===== config.mk =====
export PLATFORM = sky130hd
export DESIGN_NAME = sap_core_flat
export DESIGN_NICKNAME = d
export VERILOG_FILES = /design/src/rtl/sap_core_if.sv /design/src/rtl/sap_core.sv /design/src/flat_wrapper.sv
export SDC_FILE = /design/constraint.sdc
export NUM_CORES = 1
export LEC_CHECK = 0
export CAP_MARGIN = 20
export CORE_ASPECT_RATIO = 2
export CORE_MARGIN = 3
export CORE_UTILIZATION = 35
export DETAILED_ROUTE_END_ITERATION = 12
export SLEW_MARGIN = 40
export SYNTH_ARGS = -nofsm -noshare
export SYNTH_HDL_FRONTEND = slang
export SYNTH_SLANG_ARGS = --single-unit

===== constraint.sdc =====
create_clock -name clk -period 3.6 [get_ports clk]
set_input_delay 0.9 -clock clk [delete_from_list [all_inputs] [get_ports clk]]
set_output_delay 0.9 -clock clk [all_outputs]
set_load 0.03 [all_outputs]

===== src/rtl/sap_core_if.sv =====
// Bus bundle for sap_core: the program-load port and the ready/valid output port.
// master = host/testbench side, slave = core side.
interface sap_core_if #(
  parameter int ADDR_W = 4,
  parameter int DATA_W = 8
) ();

  logic              prog_we;
  logic [ADDR_W-1:0] prog_addr;
  logic [DATA_W-1:0] prog_data;
  logic [DATA_W-1:0] out_data;
  logic              out_valid;
  logic              out_ready;

  modport master (
    output prog_we, prog_addr, prog_data, out_ready,
    input  out_data, out_valid
  );

  modport slave (
    input  prog_we, prog_addr, prog_data, out_ready,
    output out_data, out_valid
  );

endinterface


===== src/rtl/sap_core.sv =====
// sap_core: parametrised accumulator CPU with a fetch/execute microsequencer,
// internal program/data RAM, C/Z flags and a stalling ready/valid output port.
//
// stage | meaning
// ------+------------------------------------------------------------
// T0    | MAR <= PC
// T1    | IR <= mem[MAR], PC <= PC+1
// T2    | first execute step (NOP/JMP/LDI/JC/JZ/HLT finish, OUT waits)
// T3    | LDA/STA finish, ADD/SUB fetch operand into B
// T4    | ADD/SUB write A and flags
module sap_core #(
  parameter int ADDR_W = 4,
  parameter int OPC_W  = 4,
  parameter int DATA_W = 8
) (
  input  logic              clk,
  input  logic              rst,
  sap_core_if.slave         bus,
  output logic              halted,
  output logic [ADDR_W-1:0] pc,
  output logic [DATA_W-1:0] acc,
  output logic [1:0]        flags
);

  // The instruction word is exactly opcode followed by operand.
  if (DATA_W != OPC_W + ADDR_W) begin : g_width_check
    $error("sap_core: DATA_W must equal OPC_W + ADDR_W");
  end

  localparam int DEPTH = 2 ** ADDR_W;

  localparam logic [OPC_W-1:0] OP_NOP = OPC_W'(0);
  localparam logic [OPC_W-1:0] OP_LDA = OPC_W'(1);
  localparam logic [OPC_W-1:0] OP_ADD = OPC_W'(2);
  localparam logic [OPC_W-1:0] OP_SUB = OPC_W'(3);
  localparam logic [OPC_W-1:0] OP_STA = OPC_W'(4);
  localparam logic [OPC_W-1:0] OP_OUT = OPC_W'(5);
  localparam logic [OPC_W-1:0] OP_JMP = OPC_W'(6);
  localparam logic [OPC_W-1:0] OP_LDI = OPC_W'(7);
  localparam logic [OPC_W-1:0] OP_JC  = OPC_W'(8);
  localparam logic [OPC_W-1:0] OP_JZ  = OPC_W'(9);
  localparam logic [OPC_W-1:0] OP_HLT = OPC_W'(15);

  typedef enum logic [2:0] {
    S_T0 = 3'd0,
    S_T1 = 3'd1,
    S_T2 = 3'd2,
    S_T3 = 3'd3,
    S_T4 = 3'd4
  } stage_e;

  stage_e            stage_q, stage_d;
  logic [ADDR_W-1:0] pc_q, pc_d;
  logic [ADDR_W-1:0] mar_q, mar_d;
  logic [DATA_W-1:0] a_q, a_d;
  logic [DATA_W-1:0] b_q, b_d;
  logic [DATA_W-1:0] ir_q, ir_d;
  logic              c_q, c_d;
  logic              z_q, z_d;
  logic              halted_q, halted_d;

  logic [DATA_W-1:0] mem_q [DEPTH];
  logic              core_we;

  logic [OPC_W-1:0]  opcode;
  logic [ADDR_W-1:0] operand;
  logic [DATA_W-1:0] mem_rdata;
  logic              is_sub;
  logic [DATA_W:0]   alu_sum;

  assign opcode    = ir_q[DATA_W-1:ADDR_W];
  assign operand   = ir_q[ADDR_W-1:0];
  assign mem_rdata = mem_q[mar_q];

  // SUB is A + ~B + 1, so the carry out doubles as "no borrow" (A >= B).
  assign is_sub  = (opcode == OP_SUB);
  assign alu_sum = {1'b0, a_q} + {1'b0, (is_sub ? ~b_q : b_q)} + {{DATA_W{1'b0}}, is_sub};

  // Microsequencer: next-state and register updates for the current stage.
  always_comb begin
    stage_d  = stage_q;
    pc_d     = pc_q;
    mar_d    = mar_q;
    a_d      = a_q;
    b_d      = b_q;
    ir_d     = ir_q;
    c_d      = c_q;
    z_d      = z_q;
    halted_d = halted_q;
    core_we  = 1'b0;

    if (!halted_q) begin
      case (stage_q)
        S_T0: begin
          mar_d   = pc_q;
          stage_d = S_T1;
        end
        S_T1: begin
          ir_d    = mem_rdata;
          pc_d    = pc_q + ADDR_W'(1);
          stage_d = S_T2;
        end
        S_T2: begin
          stage_d = S_T0;
          case (opcode)
            OP_LDA, OP_ADD, OP_SUB, OP_STA: begin
              mar_d   = operand;
              stage_d = S_T3;
            end
            OP_OUT: begin
              // Hold everything until the sink takes the word.
              if (!bus.out_ready) stage_d = S_T2;
            end
            OP_JMP: pc_d = operand;
            OP_LDI: a_d = {{OPC_W{1'b0}}, operand};
            OP_JC:  if (c_q) pc_d = operand;
            OP_JZ:  if (z_q) pc_d = operand;
            OP_HLT: halted_d = 1'b1;
            default: ;
          endcase
        end
        S_T3: begin
          stage_d = S_T0;
          case (opcode)
            OP_LDA: a_d = mem_rdata;
            OP_ADD, OP_SUB: begin
              b_d     = mem_rdata;
              stage_d = S_T4;
            end
            OP_STA: core_we = 1'b1;
            default: ;
          endcase
        end
        S_T4: begin
          stage_d = S_T0;
          if (opcode == OP_ADD || opcode == OP_SUB) begin
            a_d = alu_sum[DATA_W-1:0];
            c_d = alu_sum[DATA_W];
            z_d = (alu_sum[DATA_W-1:0] == '0);
          end
        end
        default: stage_d = S_T0;
      endcase
    end
  end

  // Architectural registers with synchronous reset; RAM is not part of reset.
  always_ff @(posedge clk) begin
    if (rst) begin
      stage_q  <= S_T0;
      pc_q     <= '0;
      mar_q    <= '0;
      a_q      <= '0;
      b_q      <= '0;
      ir_q     <= '0;
      c_q      <= 1'b0;
      z_q      <= 1'b0;
      halted_q <= 1'b0;
    end else begin
      stage_q  <= stage_d;
      pc_q     <= pc_d;
      mar_q    <= mar_d;
      a_q      <= a_d;
      b_q      <= b_d;
      ir_q     <= ir_d;
      c_q      <= c_d;
      z_q      <= z_d;
      halted_q <= halted_d;
    end
  end

  // RAM write port: host loads only while held in reset or halted, else STA.
  always_ff @(posedge clk) begin
    if (bus.prog_we && (rst || halted_q)) begin
      mem_q[bus.prog_addr] <= bus.prog_data;
    end else if (core_we && !rst) begin
      mem_q[mar_q] <= a_q;
    end
  end

  // Output port and debug taps.
  always_comb begin
    bus.out_data  = a_q;
    bus.out_valid = (stage_q == S_T2) && (opcode == OP_OUT) && !halted_q && !rst;
    halted        = halted_q;
    pc            = pc_q;
    acc           = a_q;
    flags         = {c_q, z_q};
  end

endmodule


===== src/flat_wrapper.sv =====
// flat-port wrapper written by rule: the top's interface ports become plain ports
module sap_core_flat 
#(
  parameter int ADDR_W = 4,
  parameter int OPC_W  = 4,
  parameter int DATA_W = 8
)
  (clk, rst, halted, pc, acc, flags, bus_prog_we, bus_prog_addr, bus_prog_data, bus_out_ready, bus_out_data, bus_out_valid);
  sap_core_if #(.ADDR_W(ADDR_W), .DATA_W(DATA_W)) bus_i ();
  input  logic clk;
  input  logic rst;
  output logic halted;
  output logic [ADDR_W-1:0] pc;
  output logic [DATA_W-1:0] acc;
  output logic [1:0] flags;
  input wire logic [$bits(bus_i.prog_we)-1:0] bus_prog_we;
  input wire logic [$bits(bus_i.prog_addr)-1:0] bus_prog_addr;
  input wire logic [$bits(bus_i.prog_data)-1:0] bus_prog_data;
  input wire logic [$bits(bus_i.out_ready)-1:0] bus_out_ready;
  output wire logic [$bits(bus_i.out_data)-1:0] bus_out_data;
  output wire logic [$bits(bus_i.out_valid)-1:0] bus_out_valid;
  assign bus_i.prog_we = bus_prog_we;
  assign bus_i.prog_addr = bus_prog_addr;
  assign bus_i.prog_data = bus_prog_data;
  assign bus_i.out_ready = bus_out_ready;
  assign bus_out_data = bus_i.out_data;
  assign bus_out_valid = bus_i.out_valid;
  sap_core #(.ADDR_W(ADDR_W), .OPC_W(OPC_W), .DATA_W(DATA_W)) u_core (.clk(clk), .rst(rst), .bus(bus_i), .halted(halted), .pc(pc), .acc(acc), .flags(flags));
endmodule

=== Word level (Yosys, flattened, before mapping) ===
Memories as Yosys holds them, arrays and structs flattened. A register that Yosys moved wholly into a read port is not among the register bits.
Cells that the tools add are included.

* Bits in registers: 38
* Bits in latches: 0
* Bits in writable memories: 128
* Bits in read-only memories: 0
* Bits of input ports: 16
* Word-level logic and storage cells: 90
* Memories: 1

* Add/subtract/negate cells: 3
* Multiply operators: 0
* Divide/modulo/power cells: 0
* Order comparisons: 0
* Equal/unequal tests: 21
* Shift-type cells: 0
* Multiplexer cells: 31
* Bitwise logic cells: 2
* Reduce and logical (&&, ||, !) cells: 23

{| class="wikitable"
|+ Memory list
! memory !! words !! bits a word !! rd ports !! clocked after memory_dff !! wr ports !! line !! text
|-
| u_core.mem_q || 16 || 8 || 1 || 1 || 1 || sap_core.sv:62 || <nowiki>logic [DATA_W-1:0] mem_q [DEPTH];</nowiki>
|}

{| class="wikitable"
|+ Operators by type and width
! operator !! number
|-
| $mux W8 || 5
|-
| $mux W4 || 6
|-
| $pmux W8 S3 || 1
|-
| $eq A4 B3 Y1 const B || 4
|-
| $pmux W4 S2 || 2
|-
| $eq A4 B4 Y1 const B || 3
|-
| $mux W1 || 12
|-
| $pmux W3 S4 || 1
|-
| $pmux W4 S3 || 1
|-
| $reduce_and A5 Y1 || 2
|-
| $add A8 B8 Y9 || 1
|-
| $add A9 B1 Y9 || 1
|-
| $reduce_and A3 Y1 || 3
|-
| $eq A4 B2 Y1 const B || 2
|-
| $logic_not A8 Y1 || 1
|-
| $not A8 Y8 || 1
|-
| $reduce_or A8 Y1 || 1
|-
| $eq A3 B2 Y1 const B || 2
|-
| $ne A2 B2 Y1 const B || 3
|-
| $ne A3 B2 Y1 const B || 2
|-
| $pmux W3 S2 || 1
|-
| $logic_and A1 B1 Y1 || 5
|-
| $add A4 B1 Y4 const B || 1
|-
| $eq A4 B1 Y1 const B || 1
|-
| other kinds (15) || 18
|}

=== Longest topological paths before layout ===
Gate-level depths: netlist of run 1.

* Depth after elaboration: 10
* Gate-level depth with buffers: 11

=== Least setup slack after synthesis of run 1 ===
No wires, ideal clock.

* Path kind: in2out
* Start point: input rst
* End point: output bus_out_valid
* Data arrival time: 1.950 ns
* Slack: 0.750 ns
* Stages on the path: 3
* Path buffers: 2
* Cell sequence: clkbuf_1 -> clkbuf_1 -> nor3_1

* Longest elaborated chain between the ends: 2

{| class="wikitable"
|+ Ends and longest elaborated chain
! element !! line !! text
|-
| start, declared || flat_wrapper.sv:11 || <nowiki>input logic rst;</nowiki>
|-
| $logic_not A1 Y1 || sap_core.sv:184 || <nowiki>bus.out_valid = (stage_q == S_T2) && (opcode == OP_OUT) && !halted_q && !rst;</nowiki>
|-
| $logic_and A1 B1 Y1 || sap_core.sv:184 ||
|-
| end, declared || flat_wrapper.sv:21 || <nowiki>output wire logic [$bits(bus_i.out_valid)-1:0] bus_out_valid;</nowiki>
|}

No other way between the ends.

=== Final worst setup path of run 1 ===
* Start point: register u_core.halted_q (netlist: u_core.halted)
* End point: memory u_core.mem_q[12][4], enable pin

* Longest elaborated chain between the ends: 7
* Elaborated cells on any way between the ends: 12
* Classes of those cells: 8 x mux; 4 x reduce/logical

{| class="wikitable"
|+ Ends and longest elaborated chain
! element !! line !! text
|-
| start, declared || sap_core.sv:60 || <nowiki>logic halted_q, halted_d;</nowiki>
|-
| start signal, assigned || sap_core.sv:168 || <nowiki>halted_q <= halted_d;</nowiki>
|-
| $mux W1 || sap_core.sv:92 || <nowiki>if (!halted_q) begin</nowiki>
|-
| $logic_and A1 B1 Y1 || sap_core.sv:176 || <nowiki>end else if (core_we && !rst) begin</nowiki>
|-
| $mux W1 || sap_core.sv:176 ||
|-
| $mux W1 || sap_core.sv:174 || <nowiki>if (bus.prog_we && (rst || halted_q)) begin</nowiki>
|-
| $mux W1 (not written as such) || sap_core.sv:177 || <nowiki>mem_q[mar_q] <= a_q;</nowiki>
|-
| $reduce_or A8 Y1 (no line) || - ||
|-
| $mux W4 (no line) / $mux W1 (equally long branches) || - ||
|-
| end, declared || sap_core.sv:62 ||
|}

Parallel ways exist; a longest one is shown, timed or not.

==> impl_metrics.json, run 1 <==
{
  "status": "finished, final reports clean",
  "setup_tns_ns": 0,
  "final_common_cell": "edfxtp_1",
  "fmax_mhz": 332.9,
  "cts.path.max_buffers": 2,
  "use_met2_pct": 33.53,
  "r2r-end": "u_core.mem_q[12][4]",
  "die_w_um": 109.6,
  "synthFlopType": "edfxtp_1",
  "clkSlewWorstSetupHoldPaths_ns": 0.07,
  "crit_family": "simple AND/OR/NAND/NOR gates",
  "max-vdd-ir-drop_mv": 0.3196,
  "hp-start": "u_core.b_q[5]",
  "ys_warn_count": 0,
  "cp.arrival_ns": 3.06,
  "power_density_nw_per_um2": 512.5,
  "finalMaxSlewViolations": 0,
  "tritoncts": "built",
  "cts_root_buf": "clkbuf_16",
  "dr_total_vias": 4544,
  "fp.coreArea_um2": 21020,
  "path_cells": "or4b_1 -> nor4b_4 -> a31oi_1 -> nor2_1",
  "layout-drive-gt1-share_pct": 18.91,
  "crit_buf_inv": 0,
  "clock_latency_ns": 0.43,
  "seqPwrFrac_pct": 49.6,
  "grt_pass1_vias": 4789,
  "finalClockSkew_ns": 0.009132,
  "area_growth_pct": 16.66,
  "diodes": 0,
  "antenna_left": 0,
  "r2r-start": "u_core.halted",
  "crit_path_end_kind": "register",
  "syn_nets": 544,
  "synth_edf_count": 128,
  "worst_pin_slew_ns": 0.7780,
  "start_util_pct": 35.76,
  "yosysUniqueCellTypes": 59,
  "use_met1_pct": 15.02,
  "io_pins": 40,
  "whs_path_depth": 2,
  "fin_crit_sh_pct": 83.44,
  "hold_end": "u_core.b_q[5]",
  "r2r_cells": 4,
  "hold_class": "register to register",
  "clockPowerShare_pct": 37.6,
  "max_slew_margin_pct": 47.94,
  "grt_pass1_wl_mm": 28.06,
  "worst_hold_slack_ns": 0.4816,
  "postCtsSetupBuffers": 0,
  "grtUsageMet3_pct": 2.905,
  "synth_seq_cells": 170,
  "rsz0062_at_grt": "false",
  "path_max_fanout": 15,
  "drt_iter0_markers": 328,
  "seq_area_um2": 4686,
  "switching_share_pct": 25.21,
  "hold_buffers": 0,
  "die_h_um": 213.3,
  "drc": 0,
  "p_comb_share_pct": 12.8,
  "path_class": "register to register",
  "gp_congestion": 0.8931,
  "grt_overflow": 0,
  "p_sw_uw": 1133,
  "clock-sinks": 170,
  "avgRoutedWirePerCell_um": 22.03,
  "drt_pass1_iterations": 8,
  "fp-row-count": 75,
  "nNetsFinal": 585,
  "h-tree-depth": 4,
  "dpl.hpwl_mm": 13.87,
  "seq_area_frac_synth_pct": 62.32,
  "post-route-min-period_ns": 3.004,
  "multiInputGateArea_um2": 2587,
  "grt_most_used_layer": "met2",
  "worstSetupStartpointType": "register",
  "critPathMaxStageDelay_ns": 0.64,
  "critical-path-slowest-cell": "nor2_1",
  "p_leak_uw": 0.002866,
  "cap_violations": 0,
  "nFillCells": 1938,
  "port_buffers": 39,
  "ys_async_sr_fraction_pct": 0,
  "internal-power_uw": 3362,
  "cts_resized": 0,
  "setup_viol": 0,
  "final_cell_mix": "edfxtp_1 (128), nor2_1 (48), nand2_1 (42), dfxtp_1 (41), mux4_2 (39)",
  "synth.avg_cell_area_um2": 14.51,
  "cp.required_ns": 3.65,
  "viasPerCell": 5.410,
  "finalHoldViolations": 0,
  "grt_max_degree": 37,
  "dieArea_um2": 23380,
  "regToRegSetupSlack_ns": 0.60,
  "routed_wl_mm": 18.50,
  "numCtsBuffers": 17,
  "antenna_found_initial": 0,
  "synthCells": 518,
  "syn-cell-area_um2": 7517,
  "grtUsageTotal_pct": 16.70
}
power groups by stage:
stage	sequential, uW	clock [uW]	combinational (uW)
2_1_floorplan	2230	0	402
3_3_place_gp	2270	0	572
3_5_place_dp	2270	0	580
4_1_cts	2230	1720	582
5_1_grt	2240	1800	606
6_report	2230	1690	575
tightest hold or removal path, stage by stage, from the launching register on:
cell and delay (ns):
dfxtp_1 0.33, nand2_1 0.06, a21oi_1 0.05
state kept, by name, summed over array words and instances (netlist names), named ones only:
name,cells
u_core.acc,8
u_core.b_q,8
u_core.c_q,1
u_core.halted,1
u_core.ir_q,8
u_core.mar_q,4
u_core.mem_q,128
u_core.pc,4
u_core.stage_q,3
u_core.z_q,1
cells by family (layout without fill, tap and decap cells):
family | after synthesis | in the layout | share of synthesized area (%)
compound gates | 77 | 77 | 7.257
fa+ha+maj | 10 | 10 | 1.764
simple gates | 141 | 141 | 9.388
flops | 170 | 170 | 62.32
mux | 60 | 60 | 14.61
buf+inv | 49 | 102 | 3.379
xor+xnor | 11 | 11 | 1.282
synthesized netlist by cell type (4+ instances only):
library cell	count	area, um^2
a21oi_1	21	105.1
a31oi_1	6	37.54
ha_1	9	112.6
edfxtp_1	128	3844
mux4_2	39	878.3
and3_1	4	25.02
clkbuf_1	15	56.30
o21ai_0	9	45.04
mux2_2	8	90.09
nor2_1	48	180.2
inv_1	8	30.03
nand2_1	42	157.7
xnor2_1	8	70.07
a311oi_1	11	96.34
mux2i_1	13	130.1
buf_2	10	50.05
a32oi_1	6	52.55
dfxtp_1	42	840.8
nand3_1	4	20.02
nor3_1	10	50.05
nor3b_1	5	37.54
and2_1	6	37.54
a22oi_1	5	37.54
buf_4	11	82.58
metrics by stage:
stage / util, % / total power, uW / area [um^2] / worst slack (ns) / cells
floorplan: - / 2630 / 7517 / 0.7505 / 518
global placement: 39.11 / 2840 / 8220 / 0.2514 / 809
detailed placement: 39.11 / 2851 / 8220 / 0.1747 / 809
CTS: 41.72 / 4532 / 8770 / 0.5802 / 840
global route: 41.72 / 4645 / 8770 / 0.3435 / 840
finish: 41.72 / 4494 / 8770 / 0.5960 / 840
how the worst max path moves through the flow:
stage / startpoint / end / slack, ns / depth (start not counted)
after floorplan: rst / bus_out_valid / 0.75 / 3
after global placement: rst / u_core.mem_q[9][4] / 0.25 / 4
after detailed placement: rst / u_core.mem_q[12][6] / 0.17 / 4
after CTS: u_core.halted / u_core.mem_q[13][2] / 0.58 / 4
after global routing: u_core.ir_q[5] / u_core.z_q / 0.34 / 9
final: u_core.halted / u_core.mem_q[12][4] / 0.60 / 4
layout make-up:
| type | count | area share [%] |
|---|---|---|
| Multi-Input combinational cell | 299 | 29.50 |
| Tap cell | 269 | 3.838 |
| Sequential cell | 170 | 53.43 |
| Clock buffer | 18 | 4.894 |
| Clock inverter | 13 | 1.370 |
| Timing Repair Buffer | 63 | 6.620 |
| Inverter | 8 | 0.3424 |
metal layers:
layer,routed length (um),share of wire [%],up-vias
li1,-,-,2077
met1,5866,32,2302
met2,11170,60,122
met3,599,3.2,43
met4,871,4.7,0
met5,0,0,-
Power figures use the tool's default switching activity.
==> run 2, diff against run 1 <==
clock period = 2.9 ns   (was 3.6 ns; I/O delays follow)
==> impl_metrics.json, run 2 (synthesized netlist as in run 1, its figures left out) <==
{
  "status": "finished, final reports clean",
  "cts_root_buf": "clkbuf_16",
  "nFillCells": 1900,
  "r2r_cells": 9,
  "layout-drive-gt1-share_pct": 20.31,
  "postCtsSetupBuffers": 0,
  "crit_path_start": "rst",
  "start_util_pct": 35.76,
  "path_cells": "clkdlybuf4s50_1 -> buf_4 -> nor3_1 -> buf_4",
  "hp-start": "u_core.b_q[5]",
  "hold_class": "register to register",
  "grt_max_degree": 41,
  "antenna_left": 0,
  "utilization_pct": 42.40,
  "tritoncts": "built",
  "drc": 0,
  "area_growth_pct": 18.56,
  "gp_congestion": 0.8311,
  "final_cell_mix": "edfxtp_1 (128), nor2_1 (48), nand2_1 (42), dfxtp_1 (41), mux4_2 (39)",
  "path_class": "primary input to output port",
  "worst_pin_slew_ns": 0.7445,
  "dieArea_um2": 23380,
  "drt_pass1_iterations": 5,
  "fin_crit_sh_pct": 94.50,
  "finalMaxSlewViolations": 0,
  "hold_end": "u_core.b_q[5]",
  "postPlaceCellArea_um2": 8300,
  "crit_path_end_kind": "output port",
  "fmax_mhz": 364.9,
  "critPathMostFrequentCell": "buf_4",
  "multiInputGateArea_um2": 2600,
  "power_density_nw_per_um2": 648.9,
  "whs_path_depth": 2,
  "regToRegSetupSlack_ns": 0.24,
  "critical-path-slowest-cell": "clkdlybuf4s50_1",
  "grt_overflow": 0,
  "finalHoldViolations": 0,
  "r2r-end": "u_core.z_q",
  "clock_latency_ns": 0.43,
  "cp.required_ns": 2.17,
  "finalNonFillerCells": 850,
  "numCtsBuffers": 17,
  "grt_pass1_wl_mm": 28.35,
  "max-vdd-ir-drop_mv": 0.4178,
  "grt_pass1_vias": 4855,
  "final_area_um2": 8912,
  "die_h_um": 213.3,
  "largest_register_ffs": 128,
  "seq_area_um2": 4686,
  "place_inst": 818,
  "regMostFlops": "u_core.mem_q",
  "fp-row-count": 75,
  "diodes": 0,
  "io_pins": 40,
  "cap_violations": 0,
  "path_max_fanout": 40,
  "antenna_found_initial": 0,
  "r2r-start": "u_core.ir_q[6]",
  "drt_iter0_markers": 466,
  "routed_wl_mm": 18.61,
  "grtUsageTotal_pct": 16.74,
  "dpl.hpwl_mm": 13.69,
  "max_slew_margin_pct": 50.18,
  "dr_total_vias": 4620,
  "critPathMaxStageDelay_ns": 0.56,
  "post-route-min-period_ns": 2.740,
  "h-tree-depth": 4,
  "cts.path.max_buffers": 2,
  "avgRoutedWirePerCell_um": 21.90,
  "p_leak_uw": 0.002952,
  "fp.coreArea_um2": 21020,
  "worstSetupStartpointType": "primary input",
  "worst_hold_slack_ns": 0.4848,
  "finalClockSkew_ns": 0.008978,
  "port_buffers": 39,
  "nNetsFinal": 594,
  "final_common_cell": "edfxtp_1",
  "setup_viol": 0,
  "die_w_um": 109.6,
  "rsz0062_at_grt": "false",
  "clock-sinks": 170,
  "cp.arrival_ns": 2.02,
  "clkSlewWorstSetupHoldPaths_ns": 0.06,
  "viasPerCell": 5.435
}
-- run 2: cell count changes in the layout (fill, tap and decap cells not counted) --
cell	previous run	this run
clkbuf_1	1	0
inv_6	4	2
buf_4	24	32
clkinv_4	1	2
clkinv_1	1	2
inv_8	0	1
clkinvlp_4	5	2
clkinv_2	1	3
a2111oi_2	1	0
a2111oi_4	0	1
bufinv_16	1	3
buf_12	1	2
-- run 2: how the worst max path moves through the flow --
stage / slack, ns / endpoint
2_1_floorplan: 0.39 / u_core.z_q
3_3_place_gp: -0.06 / u_core.mem_q[10][6]
3_5_place_dp: -0.06 / u_core.mem_q[10][6]
4_1_cts: 0.15 / u_core.z_q
5_1_grt: 0.08 / u_core.z_q
6_report: 0.16 / bus_out_valid
-- run 2: power by group --
part | internal, uW | switching (uW) | total, uW
logic | 331 | 414 | 745
clock network | 1360 | 936 | 2290
registers | 2670 | 74.4 | 2750
total | 4360 | 1420 | 5780
-- run 2: per-layer routing --
metal  wire length [um]  part of all wire (%)  track usage (%)
met1               6240                    34            16.43
met2              10980                    59            32.64
met3                585                   3.1            2.451
met4                804                   4.3            8.523
met5                  0                     0                0
-- run 2: area by class of cell --
cell class	count	area share, %
well taps	269	3.776
flip-flops and latches	170	52.58
multi-input cells	299	29.17
clock buffers	17	4.773
repair buffers	72	7.413
clock inverters	15	1.951
inverters	8	0.3369
-- run 2: timing repair --
action,4_1_cts,5_1_grt
gates resized for setup,0,1
endpoints found under the setup margin,0,1
hold buffers,0,0
-- run 2: critical path, delay by kind of cell --
kind / cells / cell delay, ns
buf+inv: 3 / 1.17
simple gates: 1 / 0.12
-- run 2: per-stage QoR --
stage	TNS, ns	setup slack [ns]	power [uW]
after floorplan	0	0.3894	3265
after global placement	-0.5850	-0.06103	3533
after detailed placement	-0.6409	-0.05731	3548
after CTS	0	0.1499	5825
after global routing	0	0.08382	5963
final	0	0.1596	5783
